## config.mk

```make
export PLATFORM = sky130hd
export DESIGN_NAME = ram_byte_dumper
export DESIGN_NICKNAME = d
export VERILOG_FILES = /design/src/rtl/ram_byte_dumper.sv
export SDC_FILE = /design/constraint.sdc
export NUM_CORES = 1
export LEC_CHECK = 0
export BUFFER_PORTS_ARGS = -buffer_cell sky130_fd_sc_hd__buf_4
export CAP_MARGIN = 20
export CORE_UTILIZATION = 51
export DETAILED_ROUTE_END_ITERATION = 7
export GPL_TIMING_DRIVEN = 0
export HOLD_SLACK_MARGIN = 0.1
export PLACE_DENSITY_LB_ADDON = 0.08
export RECOVER_POWER = 25
export SKIP_LAST_GASP = 1
export SLEW_MARGIN = 20
export SYNTH_ARGS = -nofsm -noshare
export SYNTH_HDL_FRONTEND = slang
export SYNTH_SLANG_ARGS = --single-unit
```

## constraint.sdc

```tcl
create_clock -name clk_i -period 3.2 [get_ports clk_i]
set_clock_uncertainty 0.1 [all_clocks]
set_input_delay 0 -clock clk_i [delete_from_list [all_inputs] [get_ports clk_i]]
set_output_delay 0 -clock clk_i [all_outputs]
set_load 0.03 [all_outputs]
```

## src/rtl/ram_byte_dumper.sv

```systemverilog
// ram_byte_dumper: reads a contiguous run of 32-bit words from basic_ram
// and streams each word out as four bytes, most-significant byte first.
// This undoes the big-endian word packing done by the object-file loader.
module ram_byte_dumper #(
  parameter int ADDR_W = 32,
  parameter int CNT_W  = 16
) (
  input  logic              clk_i,
  input  logic              rst_ni,
  input  logic              start_i,
  input  logic [ADDR_W-1:0] start_addr_i,
  input  logic [CNT_W-1:0]  word_count_i,
  output logic              busy_o,
  output logic              done_o,
  output logic [ADDR_W-1:0] mem_addr_o,
  output logic              mem_cs_o,
  output logic              mem_we_o,
  output logic              mem_oe_o,
  input  logic [31:0]       mem_rdata_i,
  input  logic              mem_done_i,
  output logic [7:0]        byte_data_o,
  output logic              byte_valid_o,
  input  logic              byte_ready_i,
  output logic              byte_last_o
);

  typedef enum logic [1:0] {
    IDLE  = 2'd0,
    READ  = 2'd1,
    SHIFT = 2'd2,
    FIN   = 2'd3
  } state_t;

  state_t             state_q;
  logic [ADDR_W-1:0]  addr_q;
  logic [CNT_W-1:0]   remaining_q;
  logic [31:0]        word_q;
  logic [1:0]         idx_q;

  logic               busy_q;
  logic               done_q;
  logic [ADDR_W-1:0]  mem_addr_q;
  logic               mem_cs_q;
  logic               mem_oe_q;
  logic [7:0]         byte_data_q;
  logic               byte_valid_q;
  logic               byte_last_q;

  logic [ADDR_W-1:0]  addr_d;
  logic [CNT_W-1:0]   remaining_d;
  logic [1:0]         idx_d;

  // Byte idx 0 is the top byte of the word, idx 3 the bottom byte.
  function automatic logic [7:0] pick_byte(input logic [31:0] w, input logic [1:0] i);
    logic [7:0] b;
    case (i)
      2'd0:    b = w[31:24];
      2'd1:    b = w[23:16];
      2'd2:    b = w[15:8];
      default: b = w[7:0];
    endcase
    return b;
  endfunction

  // Incremented address (wraps naturally), decremented count and next byte index.
  always_comb begin
    addr_d      = addr_q + {{(ADDR_W-1){1'b0}}, 1'b1};
    remaining_d = remaining_q - {{(CNT_W-1){1'b0}}, 1'b1};
    idx_d       = idx_q + 2'd1;
  end

  // Job FSM; every output is a register updated alongside the state.
  always_ff @(posedge clk_i or negedge rst_ni) begin
    if (!rst_ni) begin
      state_q      <= IDLE;
      addr_q       <= '0;
      remaining_q  <= '0;
      word_q       <= '0;
      idx_q        <= 2'd0;
      busy_q       <= 1'b0;
      done_q       <= 1'b0;
      mem_addr_q   <= '0;
      mem_cs_q     <= 1'b0;
      mem_oe_q     <= 1'b0;
      byte_data_q  <= 8'h00;
      byte_valid_q <= 1'b0;
      byte_last_q  <= 1'b0;
    end else begin
      case (state_q)
        IDLE: begin
          done_q <= 1'b0;
          if (start_i) begin
            addr_q      <= start_addr_i;
            remaining_q <= word_count_i;
            busy_q      <= 1'b1;
            if (word_count_i == '0) begin
              state_q <= FIN;
              done_q  <= 1'b1;
            end else begin
              state_q    <= READ;
              mem_addr_q <= start_addr_i;
              mem_cs_q   <= 1'b1;
              mem_oe_q   <= 1'b1;
            end
          end
        end

        READ: begin
          if (mem_done_i) begin
            word_q       <= mem_rdata_i;
            idx_q        <= 2'd0;
            remaining_q  <= remaining_d;
            mem_cs_q     <= 1'b0;
            mem_oe_q     <= 1'b0;
            byte_valid_q <= 1'b1;
            byte_data_q  <= mem_rdata_i[31:24];
            byte_last_q  <= 1'b0;
            state_q      <= SHIFT;
          end
        end

        SHIFT: begin
          if (byte_ready_i) begin
            if (idx_q == 2'd3) begin
              byte_valid_q <= 1'b0;
              byte_last_q  <= 1'b0;
              if (remaining_q != '0) begin
                addr_q     <= addr_d;
                mem_addr_q <= addr_d;
                mem_cs_q   <= 1'b1;
                mem_oe_q   <= 1'b1;
                state_q    <= READ;
              end else begin
                done_q  <= 1'b1;
                state_q <= FIN;
              end
            end else begin
              idx_q       <= idx_d;
              byte_data_q <= pick_byte(word_q, idx_d);
              byte_last_q <= (idx_d == 2'd3) && (remaining_q == '0);
            end
          end
        end

        FIN: begin
          done_q  <= 1'b0;
          busy_q  <= 1'b0;
          state_q <= IDLE;
        end

        default: state_q <= IDLE;
      endcase
    end
  end

  assign busy_o       = busy_q;
  assign done_o       = done_q;
  assign mem_addr_o   = mem_addr_q;
  assign mem_cs_o     = mem_cs_q;
  assign mem_we_o     = 1'b0;
  assign mem_oe_o     = mem_oe_q;
  assign byte_data_o  = byte_data_q;
  assign byte_valid_o = byte_valid_q;
  assign byte_last_o  = byte_last_q;

endmodule

```

==> results of run 1 <==
## power groups by stage
stage                     combinational, uW  sequential (uW)  clock (uW)
after global placement                 4320             3070           0
after CTS                              4560             3110        2010
after detailed placement               4450             3120           0
final                                  4400             3140        2000
after floorplan                        2580             3490           0
after global routing                   4750             3230        2090
## flip-flops by register name (all words and copies together) (netlist names)
register,count
word_q,32
done_o,1
mem_oe_o,1
byte_data_o,8
idx_q,2
byte_last_o,1
remaining_q,16
busy_o,1
addr_q,32
byte_valid_o,1
mem_addr_o,32
state_q,2
## routing by layer
layer	routed length [um]	GRT usage, %	share of wire [%]	vias up
met1	8650	38.6	38	3469
li1	-	-	-	3246
met4	548	15.6	2.4	0
met3	1710	5.23	7.6	57
met2	11600	55.8	51	403
met5	0	0	0	-
## final timing paths
kind                            startpoint              to  slack [ns]  cells past startpoint
max                              addr_q[0]      addr_q[28]        0.18                      7
min                        mem_rdata_i[23]      word_q[23]        0.24                      3
max reg2reg                      addr_q[0]      addr_q[28]        0.18                      7
min reg2reg                 mem_addr_o[26]  mem_addr_o[26]        0.39                      1
max in group asynchronous           rst_ni   mem_addr_o[3]        0.88                      4
min in group asynchronous           rst_ni  mem_addr_o[19]        0.69                      4
## critical path, delay by kind of cell (launching register included)
family | cells | cell delay [ns]
buf+inv | 1 | 0.37
compound gates | 2 | 0.26
fa+ha+maj | 1 | 0.29
flops | 1 | 0.42
simple gates | 3 | 1.42
## cell usage in the layout (no fill, tap or decap), drive strengths merged, types with 3 or more instances in the layout
master,netlist,routed
o21ai,52,52
ha,8,8
o31ai,11,11
and2,5,5
xor2,3,3
nor4,13,13
o211ai,9,9
and4,5,5
clkbuf,39,102
a31o,3,3
o22a,4,4
a211oi,4,4
o2bb2ai,5,5
o22ai,12,12
o32ai,9,9
dfrtp,129,129
dlygate4sd3,0,85
inv,15,19
nand2b,4,4
mux2i,3,3
a22oi,7,7
xnor2,11,11
nor3,23,23
a222oi,8,8
nand3,21,21
nor2,57,57
nor3b,4,4
or3,9,9
or4,8,8
clkinv,0,6
a31oi,22,22
mux2,67,67
nand4,17,17
and3,8,8
a21oi,40,40
buf,15,103
nand2,73,73
or2,3,3
## cell families (layout without fill, tap and decap cells)
group,after synthesis,after routing
AO/OA/AOI/OAI,200,200
XOR/XNOR,14,14
adder cells (fa/ha/maj),8,8
buffers and inverters,69,318
flip-flops,129,129
multiplexers,70,70
other,1,1
AND/OR/NAND/NOR,254,254
## stage by stage
stage	util, %	setup slack [ns]	total power [uW]	area (um^2)	instances
after floorplan	-	0.885	6070	7090	745
after global placement	61.8	0.306	7390	8290	1051
after detailed placement	62.1	0.245	7570	8320	1052
after CTS	73.2	0.220	9680	9800	1170
after global routing	71.8	0.0257	10100	9620	1170
final	71.8	0.177	9540	9620	1170
## timing repair
| item | 4_1_cts | 5_1_grt |
|---|---|---|
| resized for setup | 0 | 1 |
| hold buffers | 86 | 0 |
| hold endpoints to repair | 255 | 0 |
| endpoints found under the setup margin | 0 | 10 |
## layout make-up
type,instances,area [um^2]
buffer,54,225
fill,1022,3780
timing repair buffer,217,1700
inverter,15,56.3
clock inverter,13,151
sequential,129,3230
multi-input combinational,547,3580
clock buffer,19,453
tap,176,220
==> key figures, run 1 <==
Status
  • Status: finished with violations
  • Violations in the final reports: max-capacitance violations, max-slew violations

Routing
  • Drc violations: 0
  • WL final: 22500 um
  • ANT nets after route: 0
  • Starting DRC count in detailed routing: 705
  • Via-per-instance ratio: 6.13
  • Vias: 7175
  • DRT Pass-1 Iters: 5
  • DR WL/cell: between 15 and 20 um

Placed design
  • Port bufs: 130
  • Post-detail-place hpwl: 14700 um
  • GPL Wtd Cong: 0.905

Setup path
  • CP max FO: 10
  • Critical path class: register to register
  • CP max stage cell: nor4_1
  • CP endpoint kind: register
  • Required time worst endpoint: about 3.4 ns
  • Worst-path cell chain: ha_1 > nand4_2 > nor4_1 > buf_2 > a31oi_1 > nor3_1 > o22ai_1
  • Max incr delay on CP: 0.81 ns
  • WP data arrival: around 3.2 ns
  • Critical path launch point type: register

Pwr
  • Comb pwr share: 46.1%
  • Worst VDD drop: 0.474 mV
  • Pleak: 0.00392 uW
  • Internal power: 5320 uW
  • Net Sw Frac: 44.2%
  • Total power per unit cell area: 992 nW/um^2
  • P_sw: 4220 uW
  • Sequential share of power: 32.9%
  • Clock power share: between 20% and 30%

Clock tree
  • H-tree lvl count: 4
  • CTS Buf Count: 17
  • CTS sink cnt: between 100 and 150
  • Clk Latency, worst-skew pair: between 0.4 and 0.5 ns
  • Max Buffers Root-to-Sink: 2
  • Clock-pin transition on the worst setup and hold timing paths: 0.06 ns
  • Post-CTS Setup Bufs: 0
  • Root Driver: clkbuf_16
  • CTS tree: built

Finish
  • Nets: 1074
  • Area grow syn2layout: 35.6%
  • Fraction of layout cells with a size suffix above 1: 21.2%
  • Number of diodes: 0

Hold path
  • Hold Crit Class: input port to register

GRT
  • Initial antenna violation count: 0
  • Total gr overflow: 0
  • Pin count of the biggest net entering global routing: between 70 and 80
  • GRT Overall Usage: 32.1%
  • Vias in the first global route: 7006
  • First-pass GRT wire length: between 30000 and 40000 um

Yosys
  • Post-synth top area share: between 40 and 50%
  • Most frequent cell after synthesis: dfrtp_1
  • Avg Cell Area, Syn: roughly 9.5 um^2
  • Post-Synth Adder-Cell Area: between 1 and 1.5%
  • Post-synth EDFFs: 0
  • Mux cell area share after synthesis: 11.1%
  • Sequential share of the synthesized area: 45.5%
  • Top cells by area, synth: dfrtp_1 (46%), mux2_2 (9.8%), nand2_1 (3.9%)
  • Simple-Gate Fraction of Synth Area: 18.0%
  • Post-synth cell types: 62
  • Largest family of logic cells by synthesized area: compound AO/OA/AOI/OAI gates
  • Synth Area in XOR/XNOR: about 1.7%
  • Synth top cells by count: dfrtp_1 (129), nand2_1 (73), mux2_2 (62)
  • Ys flop type: dfrtp_1
  • Synth async-reset ratio: 100%
  • Largest area contributor in the netlist: dfrtp_1
  • #FFs+latches synth: 129
  • Post-Synthesis Cell Area: between 7000 and 8000 um^2
  • Synth warnings: 0
  • Mapped Cells: 745
  • Synth Area in Compound Gates: 18.3%
  • Mapped Nets: 838

Timing
  • Max Slew Vio Count: 60
  • Final period util: 94.5%
  • Hold_ws: between 0.2 and 0.25 ns
  • Hold Fails Final Rpt: 0
  • Worst slew pin tran: 1.52 ns
  • RSZ-0062 raised after global routing: no
  • Fmax: 331 MHz
  • Minimum clock period: 3.02 ns
  • Slew headroom: -1.28%
  • Final setup viols: 0
  • Setup total negative slack: 0 ns

Die
  • Die Y: 120 um
  • Row count: 42
  • IO Count: 132
  • Die X: 120 um
  • Starting Density: between 50% and 60%
  • Die footprint: 14400 um^2
  • Total core area: 13400 um^2

Run
  • Max Cap Viol: 1
Note: power is estimated with default switching activity, not from simulation.
==> run 2, diff against run 1 <==
- CORE_MARGIN: not set -> 2
==> run 2 against run 1 <==
The flow now finishes without violations. Clock power is 11% lower. Non-clock buffer count stayed put. Combinational power hardly changed. Sequential share of layout area is 0.061 points higher. Sequential power hardly changed. Total power is 2.1% lower. Die area is 3.4% higher. Utilization is 1.8 points lower. Fmax is 0.79% higher.
==> key figures, run 2 (same netlist as run 1, synthesis figures left out) <==
Status
  • Status: complete, no violations

GRT
  • Initial antenna violation count: 0
  • Met3 Track Usage GR: 5.20%
  • GR Layer Usage met2: 51.9%
  • Met1 usage: 39.5%
  • Vias in the first global route: around 6900
  • Pin count of the biggest net entering global routing: 84
  • Total gr overflow: 0
  • Busiest grt layer: met2
  • GRT Overall Usage: 31.0%
  • First-pass GRT wire length: around 36000 um

Timing
  • Worst slew pin tran: between 1 and 1.5 ns
  • Hold Fails Final Rpt: 0
  • Final setup viols: 0
  • RSZ-0062 raised after global routing: no
  • Minimum clock period: 3.00 ns
  • Hold_ws: approximately 0.25 ns
  • Fmax: 333 MHz
  • Max Slew Vio Count: 0
  • Final period util: 93.7%
  • Setup total negative slack: 0 ns
  • Slew headroom: between 20 and 25%

Finish
  • Most frequent cells in the layout: dfrtp_1 (129), buf_4 (101), dlygate4sd3_1 (85)
  • Number of diodes: 0
  • Commonest non-fill, non-tap cell in the layout: dfrtp_1
  • Multi-input combinational cell area: about 3600 um^2
  • Nets: approximately 1100
  • Storage cell area: 3230 um^2
  • Area grow syn2layout: 35.4%
  • Filler cells: 1085
  • Fraction of layout cells with a size suffix above 1: 22.2%

Setup path
  • CP endpoint kind: register
  • WP buf/inv: 1
  • Critical path launch point type: register
  • Required time worst endpoint: 3.37 ns
  • Worst r2r src: remaining_q[0]
  • RR Endpoint: mem_addr_o[8]
  • Top Family by Delay on Critical Path: compound AO/OA/AOI/OAI gates
  • Critical path class: register to register
  • WP data arrival: approximately 3.2 ns
  • CP max stage cell: a21boi_1
  • Max incr delay on CP: 0.66 ns
  • R2R setup slack: 0.20 ns
  • CP max FO: 8
  • Worst-path cell chain: inv_1 > ha_1 > nor3b_1 > nand4_1 > o21a_1 > a21boi_1 > o21ai_0
  • Worst Reg2Reg Path Length in Cells: 7

Die
  • Total core area: between 10000 and 15000 um^2
  • Starting Density: 51.7%
  • Row count: 43
  • Die footprint: 14900 um^2
  • Die X: 122 um
  • Die Y: between 100 and 150 um
  • IO Count: ~130

Clock tree
  • Max Buffers Root-to-Sink: 2
  • Clock-pin transition on the worst setup and hold timing paths: roughly 0.060 ns
  • H-tree lvl count: 4
  • Root Driver: clkbuf_16
  • Post-CTS Setup Bufs: 0
  • CTS tree: built
  • CTS Buf Count: 17
  • Clk Latency, worst-skew pair: 0.42 ns
  • CTS sink cnt: 129
  • PostCTS Resize Cnt: 0

Routing
  • ANT nets after route: 0
  • Drc violations: 0
  • Via-per-instance ratio: 6.03
  • Vias: about 7100
  • DR WL/cell: 18.8 um
  • WL final: 22100 um
  • Starting DRC count in detailed routing: 781
  • DRT Pass-1 Iters: 8

Placed design
  • Post-detail-place hpwl: 14700 um
  • GPL Wtd Cong: 0.925
  • Port bufs: 130

Pwr
  • Pleak: 0.00394 uW
  • Total power per unit cell area: 973 nW/um^2
  • Worst VDD drop: 0.488 mV

Hold path
  • Hold EP: state_q[0]
  • HP Start: mem_done_i
  • Hold Path Stages: 3
  • Hold Crit Class: input port to register

Run
  • Max Cap Viol: 0
-- run 2: changes by cell type in the layout (fill, tap and decap cells not counted) --
cell / delta
bufinv_16: -2
a21oi_2: -1
clkinv_4: -2
buf_4: +12
inv_6: -2
clkinvlp_4: +1
clkbuf_1: -11
clkinv_2: +4
a21oi_1: +1
-- run 2: timing repair --
action / in CTS / in global routing
endpoints found under the hold margin: 255 / 0
setup endpoints to repair: 0 / 0
hold buffers: 86 / 0
-- run 2: worst reg2reg max path, stage by stage, from the launching register on --
cell and delay [ns]:
dfrtp_1 0.41, inv_1 0.07, ha_1 0.20, nor3b_1 0.41, nand4_1 0.47, o21a_1 0.34, a21boi_1 0.66, o21ai_0 0.20
-- run 2: routing by layer --
metal / wire length (um) / up-vias
li1: - / 3243
met1: 9020 / 3431
met2: 10900 / 349
met3: 1490 / 58
met4: 685 / 0
met5: 0 / -
-- run 2: report_power, final --
group / internal [uW] / leakage [uW] / switching, uW / total (uW)
Clock: 1030 / 0.000266 / 761 / 1790
Combinational: 1730 / 0.00215 / 2690 / 4420
Sequential: 2450 / 0.00152 / 677 / 3130
-- run 2: metrics by stage --
stage	worst slack (ns)	util [%]	total power, uW	instance area (um^2)	std cells
2_1_floorplan	0.885	-	6070	7090	745
3_3_place_gp	0.340	60.4	7410	8290	1055
3_5_place_dp	0.283	60.7	7570	8330	1056
4_1_cts	0.265	71.0	9470	9750	1174
5_1_grt	0.0623	70.0	9940	9600	1174
6_report	0.201	70.0	9340	9600	1174
-- run 2: final cells by class --
cell class | instances | share of cell area, %
Clock inverter | 12 | 0.873
Inverter | 15 | 0.587
Tap cell | 180 | 2.35
Timing Repair Buffer | 217 | 18.2
Buffer | 54 | 2.35
Multi-Input combinational cell | 547 | 37.3
Clock buffer | 20 | 4.76
Sequential cell | 129 | 33.6
-- run 2: worst max path at each step --
| stage | depth (start not counted) | end | from |
|---|---|---|---|
| 2_1_floorplan | 6 | addr_q[26] | addr_q[0] |
| 5_1_grt | 7 | mem_addr_o[8] | remaining_q[1] |
| 3_3_place_gp | 7 | mem_addr_o[21] | idx_q[1] |
| 6_report | 7 | mem_addr_o[8] | remaining_q[0] |
| 4_1_cts | 7 | mem_addr_o[17] | idx_q[1] |
| 3_5_place_dp | 7 | mem_addr_o[17] | idx_q[1] |
==> run 3, diff against run 2 <==
==> constraint.sdc (replaced) <==
create_clock -name clk_i -period 3.2 [get_ports clk_i]
set_clock_uncertainty 0.1 [all_clocks]
set_input_delay 0.16 -clock clk_i [delete_from_list [all_inputs] [get_ports clk_i]]
set_output_delay 0.16 -clock clk_i [all_outputs]
set_load 0.03 [all_outputs]
==> run 3 against run 2 <==
The run now ends with max-capacitance violations, max-slew violations left. Utilization rose by 0.61 points. Total power rose by 1.7%. Critical endpoint unchanged. Flip-flop and latch count unchanged. Register-to-register slack barely moved. Count of clock-buffer cells in the layout is the same. Largest cell class unchanged. Global-route usage hardly changed. Final cell count down 0.34%. Worst setup slack improved by 0.011 ns. Die area unchanged.
==> key figures, run 3 (same netlist as run 1, synthesis figures left out) <==
Timing
  • Worst slew pin tran: 2.33 ns
  • Hold Fails Final Rpt: 0
  • Fmax: approximately 330 MHz
  • Final setup viols: 0
  • RSZ-0062 raised after global routing: no
  • Hold_ws: roughly 0.11 ns
  • Minimum clock period: 2.99 ns
  • Max Slew Vio Count: 47
  • Setup total negative slack: 0 ns
  • Slew headroom: -55.0%
  • Final period util: between 90 and 100%

Routing
  • Drc violations: 0
  • Vias: about 7100
  • DRT Pass-1 Iters: 5
  • WL final: 22100 um
  • Starting DRC count in detailed routing: 772
  • ANT nets after route: 0
  • DR WL/cell: 18.9 um
  • Via-per-instance ratio: about 6.0

Clock tree
  • CTS tree: built
  • H-tree lvl count: 4
  • PostCTS Resize Cnt: 0
  • CTS Buf Count: 17
  • Clock-pin transition on the worst setup and hold timing paths: about 0.06 ns
  • CTS sink cnt: roughly 130
  • Clk Latency, worst-skew pair: ~0.42 ns
  • Post-CTS Setup Bufs: 0
  • Max Buffers Root-to-Sink: 2
  • Root Driver: clkbuf_16

GRT
  • Pin count of the biggest net entering global routing: 84
  • First-pass GRT wire length: 35700 um
  • Vias in the first global route: between 6000 and 7000
  • Initial antenna violation count: 0
  • Total gr overflow: 0
  • GRT Overall Usage: 30.9%

Pwr
  • Comb pwr share: about 48%
  • Internal power: 5360 uW
  • Net Sw Frac: 43.5%
  • Total power per unit cell area: 981 nW/um^2
  • Worst VDD drop: 0.486 mV
  • Clock power share: 18.8%
  • Pleak: 0.00403 uW
  • Post-route total power: 9500 uW
  • P_sw: 4140 uW
  • Sequential share of power: 33.0%

Die
  • Row count: 43
  • Die footprint: 14900 um^2
  • Die X: about 120 um
  • IO Count: 132
  • Die Y: 122 um
  • Total core area: 13700 um^2
  • Starting Density: about half

Status
  • Status: finished with violations
  • Violations in the final reports: max-capacitance violations, max-slew violations

Finish
  • Nets: between 1000 and 1500
  • Final non-filler cell total: ~1200
  • Most frequent cells in the layout: buf_4 (131), dfrtp_1 (129), dlygate4sd3_1 (82)
  • Commonest non-fill, non-tap cell in the layout: buf_4
  • Final instance area: a little under 10000 um^2
  • Fraction of layout cells with a size suffix above 1: 25.3%
  • Area grow syn2layout: 36.6%
  • Number of diodes: 0

Setup path
  • WP buf/inv: 1
  • Worst r2r src: remaining_q[0]
  • Required time worst endpoint: 3.37 ns
  • CP max FO: 8
  • CP endpoint kind: register
  • Worst Reg2Reg Path Length in Cells: 7
  • Top Family by Delay on Critical Path: compound AO/OA/AOI/OAI gates
  • WP data arrival: 3.16 ns
  • Max incr delay on CP: 0.66 ns
  • CP max stage cell: a21boi_1
  • RR Endpoint: mem_addr_o[8]
  • R2R setup slack: between 0.2 and 0.25 ns
  • Worst-path cell chain: inv_1 > ha_1 > nor3b_1 > nand4_1 > o21a_1 > a21boi_1 > o21ai_0
  • Critical path class: register to register
  • Critical path launch point type: register

Run
  • Max Cap Viol: 1

Placed design
  • Post-Place Cells: ~1100
  • Port bufs: 130
  • Post-detail-place hpwl: roughly 15000 um
  • GPL Wtd Cong: slightly above 0.9
  • Dpl cell area: between 8000 and 9000 um^2

Hold path
  • Hold EP: addr_q[17]
  • Hold Crit Class: input port to register
  • HP Start: start_addr_i[17]
  • Hold Path Stages: 4
## run 3: final cells by class
cell class,instances,area [um^2]
Buffer,54,225
Clock buffer,20,457
Sequential cell,129,3230
Clock inverter,12,83.8
Tap cell,180,225
Timing Repair Buffer,213,1830
Inverter,15,56.3
Multi-Input combinational cell,547,3580
Fill cell,1058,4040
## run 3: power groups by stage
stage	registers [uW]	logic (uW)	clock network, uW
2_1_floorplan	3490	2580	0
3_3_place_gp	3080	4330	0
3_5_place_dp	3130	4450	0
4_1_cts	3110	4550	1810
5_1_grt	3230	4990	1870
6_report	3130	4570	1790
## run 3: what timing repair did
item                       in CTS  in global routing
hold endpoints to repair      243                  0
setup endpoints to repair       0                  0
hold buffers                   82                  0
## run 3: worst register-to-register path, stage by stage (launching register included)
cell      delay, ns
dfrtp_1        0.41
inv_1          0.07
ha_1           0.20
nor3b_1        0.40
nand4_1        0.46
o21a_1         0.34
a21boi_1       0.66
o21ai_0        0.20
## run 3: worst max path at each step
| stage | to | startpoint | slack [ns] | cells after the start |
|---|---|---|---|---|
| 2_1_floorplan | addr_q[26] | addr_q[0] | 0.89 | 6 |
| 3_3_place_gp | mem_addr_o[21] | idx_q[1] | 0.34 | 7 |
| 6_report | mem_addr_o[8] | remaining_q[0] | 0.21 | 7 |
| 4_1_cts | mem_addr_o[17] | idx_q[1] | 0.26 | 7 |
| 5_1_grt | mem_addr_o[8] | remaining_q[1] | 0.06 | 7 |
| 3_5_place_dp | mem_addr_o[17] | idx_q[1] | 0.28 | 7 |
## run 3: through the flow
step / util, % / worst slack, ns
2_1_floorplan: - / 0.885
3_3_place_gp: 60.4 / 0.340
3_5_place_dp: 60.7 / 0.283
4_1_cts: 70.6 / 0.265
5_1_grt: 70.6 / 0.0584
6_report: 70.6 / 0.212
## run 3: routing by layer
metal	vias up	part of all wire, %	GRT usage (%)
met5	-	0	0
met4	0	3.7	14.9
met3	66	6.5	5.29
met2	325	49	51.1
met1	3444	41	39.6
li1	3238	-	-
